**src/rtl/ball_if.sv**
```systemverilog
// Ball engine bus: detector and controller inputs to the motion engine, plus the
// registered ball state it returns to the detectors and the renderer.
interface ball_if;
  logic       frame_tick;
  logic       launch;
  logic [9:0] paddle_x;
  logic       bounced;
  logic [1:0] direction;
  logic [9:0] b_x;
  logic [9:0] b_y;
  logic [5:0] b_radius;
  logic       moving;
  logic       lost;

  modport master (
    output frame_tick, launch, paddle_x, bounced, direction,
    input  b_x, b_y, b_radius, moving, lost
  );

  modport slave (
    input  frame_tick, launch, paddle_x, bounced, direction,
    output b_x, b_y, b_radius, moving, lost
  );
endinterface

```
**src/rtl/ball_motion.sv**
```systemverilog
// Ball position/velocity engine: holds the ball on the paddle, steps it once per
// frame, reflects it off the side and top walls and reports loss at the bottom.
//
// state  | meaning
// HELD   | ball rides on the paddle, waiting for launch on a frame tick
// MOVING | ball steps +/-SPEED per axis each frame tick
// LOST   | ball left the bottom edge, frozen until the next frame tick
module ball_motion #(
  parameter int SCREEN_W = 640,
  parameter int SCREEN_H = 480,
  parameter int RADIUS   = 4,
  parameter int SPEED    = 2,
  parameter int PADDLE_Y = 440
) (
  input logic clk,
  input logic rst,
  ball_if.slave bus
);

  localparam logic [1:0] B_LEFT  = 2'd0;
  localparam logic [1:0] B_RIGHT = 2'd1;
  localparam logic [1:0] B_UP    = 2'd2;
  localparam logic [1:0] B_DOWN  = 2'd3;

  localparam logic signed [10:0] STEP   = 11'(SPEED);
  localparam logic signed [10:0] X_MIN  = 11'(RADIUS);
  localparam logic signed [10:0] X_MAX  = 11'(SCREEN_W - 1 - RADIUS);
  localparam logic signed [10:0] Y_MIN  = 11'(RADIUS);
  localparam logic signed [10:0] Y_LOST = 11'(SCREEN_H - RADIUS);
  localparam logic [9:0]         HOLD_X = 10'(SCREEN_W / 2);
  localparam logic [9:0]         HOLD_Y = 10'(PADDLE_Y - RADIUS - 8);

  typedef enum logic [1:0] {HELD, MOVING, LOST} state_t;

  state_t            state, state_n;
  logic [9:0]        b_x, b_y, b_x_n, b_y_n;
  logic              dx_neg, dy_neg, dx_neg_n, dy_neg_n;
  logic              moving, lost, lost_n;
  logic signed [10:0] nx, ny;

  always_ff @(posedge clk or posedge rst) begin
    if (rst) begin
      state  <= HELD;
      b_x    <= HOLD_X;
      b_y    <= HOLD_Y;
      dx_neg <= 1'b0;
      dy_neg <= 1'b1;
      moving <= 1'b0;
      lost   <= 1'b0;
    end else begin
      state  <= state_n;
      b_x    <= b_x_n;
      b_y    <= b_y_n;
      dx_neg <= dx_neg_n;
      dy_neg <= dy_neg_n;
      moving <= (state_n == MOVING);
      lost   <= lost_n;
    end
  end

  always_comb begin
    state_n  = state;
    b_x_n    = b_x;
    b_y_n    = b_y;
    dx_neg_n = dx_neg;
    dy_neg_n = dy_neg;
    lost_n   = 1'b0;
    nx       = '0;
    ny       = '0;
    case (state)
      HELD: begin
        b_x_n = bus.paddle_x;
        if (bus.frame_tick && bus.launch) begin
          state_n  = MOVING;
          dx_neg_n = 1'b0;
          dy_neg_n = 1'b1;
        end
      end
      MOVING: begin
        // Bounces force a sign rather than toggle, so a detector that stays
        // asserted for several cycles cannot make the ball oscillate.
        if (bus.bounced) begin
          case (bus.direction)
            B_LEFT:  dx_neg_n = 1'b1;
            B_RIGHT: dx_neg_n = 1'b0;
            B_UP:    dy_neg_n = 1'b1;
            B_DOWN:  dy_neg_n = 1'b0;
            default: ;
          endcase
        end
        if (bus.frame_tick) begin
          nx = dx_neg_n ? $signed({1'b0, b_x}) - STEP : $signed({1'b0, b_x}) + STEP;
          ny = dy_neg_n ? $signed({1'b0, b_y}) - STEP : $signed({1'b0, b_y}) + STEP;
          b_x_n = nx[9:0];
          b_y_n = ny[9:0];
          if (nx < X_MIN) begin
            b_x_n    = X_MIN[9:0];
            dx_neg_n = 1'b0;
          end else if (nx > X_MAX) begin
            b_x_n    = X_MAX[9:0];
            dx_neg_n = 1'b1;
          end
          if (ny < Y_MIN) begin
            b_y_n    = Y_MIN[9:0];
            dy_neg_n = 1'b0;
          end else if (ny >= Y_LOST) begin
            b_y_n   = Y_LOST[9:0];
            state_n = LOST;
            lost_n  = 1'b1;
          end
        end
      end
      LOST: begin
        if (bus.frame_tick) begin
          state_n  = HELD;
          b_x_n    = bus.paddle_x;
          b_y_n    = HOLD_Y;
          dx_neg_n = 1'b0;
          dy_neg_n = 1'b1;
        end
      end
      default: state_n = HELD;
    endcase
  end

  assign bus.b_x      = b_x;
  assign bus.b_y      = b_y;
  assign bus.b_radius = 6'(RADIUS);
  assign bus.moving   = moving;
  assign bus.lost     = lost;

endmodule

```
**src/flat_wrapper.sv**
```systemverilog
// flat-port wrapper written by rule: the top's interface ports become plain ports
module ball_motion_flat 
#(
  parameter int SCREEN_W = 640,
  parameter int SCREEN_H = 480,
  parameter int RADIUS   = 4,
  parameter int SPEED    = 2,
  parameter int PADDLE_Y = 440
)
  (clk, rst, bus_frame_tick, bus_launch, bus_paddle_x, bus_bounced, bus_direction, bus_b_x, bus_b_y, bus_b_radius, bus_moving, bus_lost);
  ball_if bus_i ();
  input logic clk;
  input logic rst;
  input wire logic [$bits(bus_i.frame_tick)-1:0] bus_frame_tick;
  input wire logic [$bits(bus_i.launch)-1:0] bus_launch;
  input wire logic [$bits(bus_i.paddle_x)-1:0] bus_paddle_x;
  input wire logic [$bits(bus_i.bounced)-1:0] bus_bounced;
  input wire logic [$bits(bus_i.direction)-1:0] bus_direction;
  output wire logic [$bits(bus_i.b_x)-1:0] bus_b_x;
  output wire logic [$bits(bus_i.b_y)-1:0] bus_b_y;
  output wire logic [$bits(bus_i.b_radius)-1:0] bus_b_radius;
  output wire logic [$bits(bus_i.moving)-1:0] bus_moving;
  output wire logic [$bits(bus_i.lost)-1:0] bus_lost;
  assign bus_i.frame_tick = bus_frame_tick;
  assign bus_i.launch = bus_launch;
  assign bus_i.paddle_x = bus_paddle_x;
  assign bus_i.bounced = bus_bounced;
  assign bus_i.direction = bus_direction;
  assign bus_b_x = bus_i.b_x;
  assign bus_b_y = bus_i.b_y;
  assign bus_b_radius = bus_i.b_radius;
  assign bus_moving = bus_i.moving;
  assign bus_lost = bus_i.lost;
  ball_motion #(.SCREEN_W(SCREEN_W), .SCREEN_H(SCREEN_H), .RADIUS(RADIUS), .SPEED(SPEED), .PADDLE_Y(PADDLE_Y)) u_core (.clk(clk), .rst(rst), .bus(bus_i));
endmodule
```
**config.mk**
```make
export PLATFORM = sky130hd
export DESIGN_NAME = ball_motion_flat
export DESIGN_NICKNAME = d
export VERILOG_FILES = /design/src/rtl/ball_if.sv /design/src/rtl/ball_motion.sv /design/src/flat_wrapper.sv
export SDC_FILE = /design/constraint.sdc
export NUM_CORES = 1
export LEC_CHECK = 0
export CAP_MARGIN = 25
export CORE_UTILIZATION = 50
export CTS_BUF_LIST = sky130_fd_sc_hd__clkbuf_16
export CTS_CLUSTER_SIZE = 8
export DETAILED_ROUTE_END_ITERATION = 7
export GPL_ROUTABILITY_DRIVEN = 0
export PLACE_DENSITY = 0.76
export RECOVER_POWER = 25
export SYNTH_ARGS = -nofsm -noshare
export SYNTH_HDL_FRONTEND = slang
export SYNTH_SLANG_ARGS = --single-unit
```
**constraint.sdc**
```tcl
create_clock -name clk -period 6.3 [get_ports clk]
set_input_delay 1.26 -clock clk [delete_from_list [all_inputs] [get_ports clk]]
set_output_delay 1.26 -clock clk [all_outputs]
set_load 0.01 [all_outputs]
```
==> summary by stage <==
Timing
Setup repair after global routing left no endpoint under its margin. The clock tree skew after final layout is 0.00216 ns. Setup total negative slack on the finished layout was measured at 0 ns. The final period demand of the worst path is 4.20 ns. Setup violations remaining at the end of the flow were counted as 0.

Hold timing on the final database bottoms out at a slack of 0.494 ns. The maximum achievable frequency is 238 MHz. The final critical path takes up 66.7% of the cycle. Setup slack closes at 2.10 ns. The worst relative slew slack is 13.9%.

At the pin with the least slew margin, the transition time is 1.29 ns. The number of pins exceeding their max-slew limit in the final report was 0. The number of endpoints with negative hold slack in the final report came to 0.

CTS
The H-tree depth is 1. The maximum count of clock buffers along a single path is 2. The count of hold buffers inserted by post-cts repair is 0. The number of buffers inserted by post-CTS setup repair is 0. The number of buffers inserted during clock tree synthesis is 3. The latest clock arrival within the worst-skew pair is 0.26 ns. The number of instances resized during post-cts repair is 0.

Clock tree synthesis found a total of 25 sinks. The clock tree from TritonCTS is built. The root buffer cell is sky130_fd_sc_hd__clkbuf_16.

The clock transition at the registers of the reported paths is 0.07 ns.

Die
The starting density of the core is 52.1%. The height of the die is 66.8 um. The die outline width is 66.8 um. The die covers 4460 um2. The number of placement rows is 23. In this run the standard cell core region covers 4030 um2. The count of pins on the block boundary is 45.

Synthesis
The number of warning messages in the yosys log is 0. The number of distinct library cell variants in the gate-level netlist after synthesis is 49. The sequential fraction of the synthesis area is 30.3%. The top-area cell type share of the netlist area is 20.3%. Counting flops and latches in the post-synthesis netlist gives 25. In the synthesized netlist the dominant register cell turns out to be sky130_fd_sc_hd__dfrtp_1.

The synthesized cell area is 2100 um2. The cell type contributing the most total cell area after synthesis is sky130_fd_sc_hd__dfrtp_1. Yosys attributes the largest share of cell area to sky130_fd_sc_hd__dfrtp_1, sky130_fd_sc_hd__ha_1, sky130_fd_sc_hd__dfstp_2. The average instance area after synthesis is 8.47 um2. The proportion of synthesized flip-flops having asynchronous set or reset is 100%. Synthesis produced a netlist whose cell count is 248. Counting flops with a built-in enable in the synthesized netlist gives 0.

Setup path
Together, buffers and inverters on the worst path number 2. On the worst path, the slowest cell contributes a delay of 0.41 ns. The worst reg-to-reg setup slack is 3.11 ns.

The worst setup path is launched from an input port. The signal on the critical path passes through clkdlybuf4s50_1 -> nand2b_1 -> nand2_1 -> o21ai_0 -> buf_4 -> ha_1 -> nor2b_1 -> o31a_1 -> o31ai_2 -> a21oi_1 -> xnor2_1 -> a311o_1 -> nor3_1 -> a211oi_1. The data required time at the worst endpoint is 6.47 ns. The largest individual stage delay along the critical path comes from the cell sky130_fd_sc_hd__clkdlybuf4s50_1. The classification of the worst setup path is input port to flop. The biggest fanout along the worst timing path is 11. The gate family responsible for the most delay along the worst path is compound AO/OA/AOI/OAI gates. The element type at the critical path end is a flop. At the worst endpoint, the arrival time is 4.37 ns.

Routing
For this block, the via count after detailed routing is 1913. The mean number of vias per cell is 5.71. Once detail routing completed, the nets flagged for antenna violations numbered 0. The post-detailed-route wirelength per cell is 14.4 um. The number of DRC violations after detailed routing is 0.

The first TritonRoute pass finished after 4 iterations. In this run, the number of DRC markers left after iteration 0 of detailed routing was 84. The total wire length is 4840 um.

Final layout
Cells with a size suffix above 1 make up 7.37% of the layout. The storage element area is 636 um2. The number of nets at the end of the flow is 322.

The layout has 370 filler cells. Compared with the post-synthesis result, the final layout area differs by 22.8%. The number of inserted diodes is 0. In the final layout, the multi-input gates occupy 1370 um2.

Excluding fillers, the count of instances in the completed layout stands at 335.

Placed design
At the placement stage, the worst setup path has a slack of 1.85 ns. In this run the tool buffered the top-level ports with 37 buffer cells. The number of placed instances with taps included is 330.

Detailed placement finished with a half-perimeter wire length of 3630 um.

Global route
Summed over all layers, the global routing overflow is 0. The via count of the first global-routing pass is 1741. Global routing used 23.2% of the available tracks across all layers. The number of antenna violations at the first check in global routing is 0. The pin count of the biggest net entering global routing is 26.

The first global-routing pass estimated 7910 um of wire.

Flow run
Max-cap violations in this run came to 0.

Hold path
The class of the worst hold path is flop to flop.

Run status
The run finished with clean final reports.
-- through the flow --
stage          utilization [%]  instance area, um2
4_1_cts                   63.9                2570
6_report                  64.0                2580
2_1_floorplan                -                2120
3_5_place_dp              61.9                2490
5_1_grt                   64.0                2580
3_3_place_gp              61.9                2490
-- worst paths after layout --
check	start	to	depth (start not counted)
min in group asynchronous	rst	u_core.bus.b_x[7]$_DFFE_PP0P_	2
worst min-delay path	u_core.bus.b_x[8]$_DFFE_PP1P_	u_core.bus.b_x[8]$_DFFE_PP1P_	2
worst min register to register	u_core.bus.b_x[8]$_DFFE_PP1P_	u_core.bus.b_x[8]$_DFFE_PP1P_	2
max in group asynchronous	rst	u_core.dx_neg$_DFFE_PP0P_	3
worst max register to register	u_core.dy_neg$_DFFE_PP1P_	u_core.bus.b_y[2]$_DFFE_PP1P_	12
worst max-delay path	bus_direction[1]	u_core.bus.b_x[0]$_DFFE_PP0P_	14
-- cell type report --
| type | count | share of cell area, % |
|---|---|---|
| clock inverters | 1 | 0.146 |
| well taps | 50 | 2.43 |
| repair buffers | 40 | 15.1 |
| multi-input cells | 205 | 53.2 |
| inverters | 11 | 1.60 |
| clock buffers | 3 | 2.91 |
| flip-flops and latches | 25 | 24.7 |
-- cells by family (layout without fill, tap and decap cells) --
family,count (synthesis),count (layout),share of synthesized area [%]
fa+ha+maj,19,19,12.0
mux,2,2,0.954
flops,25,25,30.3
simple gates,70,70,15.3
compound gates,94,94,29.4
xor+xnor,13,13,6.32
buf+inv,23,55,5.36
other cells,2,7,0.358
-- layout by cell type (no fill, tap or decap), drive strengths merged, types with 3 or more instances in the layout --
master,instances
a31oi,6
nand3,3
conb,7
o21bai,5
clkbuf,4
xor2,4
nor2,25
dfstp,8
a21oi,31
nand2b,6
nor3,4
clkdlybuf4s50,36
nand2,19
nor2b,5
dfrtp,17
ha,17
o21ai,22
a211oi,3
o21a,3
o22ai,5
inv,12
xnor2,9
-- sequential cells by signal, indices dropped and copies added, names as in the netlist --
name,cells
u_core.bus.b_x,10
u_core.bus.b_y,9
u_core.state,2
u_core.bus.lost,1
u_core.bus.moving,1
u_core.dx_neg,1
u_core.dy_neg,1
-- worst register-to-register path, delay by kind of cell (launching register included) --
| kind | cells | cell delay, ns |
|---|---|---|
| flops | 1 | 0.54 |
| compound gates | 7 | 1.45 |
| fa+ha+maj | 1 | 0.34 |
| simple gates | 2 | 0.33 |
| buf+inv | 1 | 0.23 |
| xor+xnor | 1 | 0.23 |
-- Yosys cell counts, types with 3 or more instances --
cell type / n
sky130_fd_sc_hd__nand3_1: 3
sky130_fd_sc_hd__nor2b_1: 5
sky130_fd_sc_hd__xor2_1: 4
sky130_fd_sc_hd__a31oi_1: 6
sky130_fd_sc_hd__nand2_1: 19
sky130_fd_sc_hd__o21ai_0: 16
sky130_fd_sc_hd__nor2_1: 25
sky130_fd_sc_hd__nor3_1: 4
sky130_fd_sc_hd__inv_1: 10
sky130_fd_sc_hd__dfstp_2: 8
sky130_fd_sc_hd__o21ai_1: 4
sky130_fd_sc_hd__a21oi_1: 31
sky130_fd_sc_hd__dfrtp_1: 17
sky130_fd_sc_hd__o21bai_1: 4
sky130_fd_sc_hd__o21a_1: 3
sky130_fd_sc_hd__o22ai_1: 5
sky130_fd_sc_hd__ha_1: 17
sky130_fd_sc_hd__xnor2_1: 8
sky130_fd_sc_hd__nand2b_1: 6
sky130_fd_sc_hd__a211oi_1: 3
sky130_fd_sc_hd__buf_4: 7
sky130_fd_sc_hd__clkbuf_1: 5
-- metal layers --
metal  part of all wire [%]  vias up  GRT usage, %
met4                   0.91        0          5.59
met2                     44       50          35.4
met1                     51      888          34.2
li1                       -      969             -
met5                      0        -             0
met3                    3.7        6          3.42
Power is not shown: default switching activity piles up to over one toggle a cycle in this logic, so the estimate is an artifact.
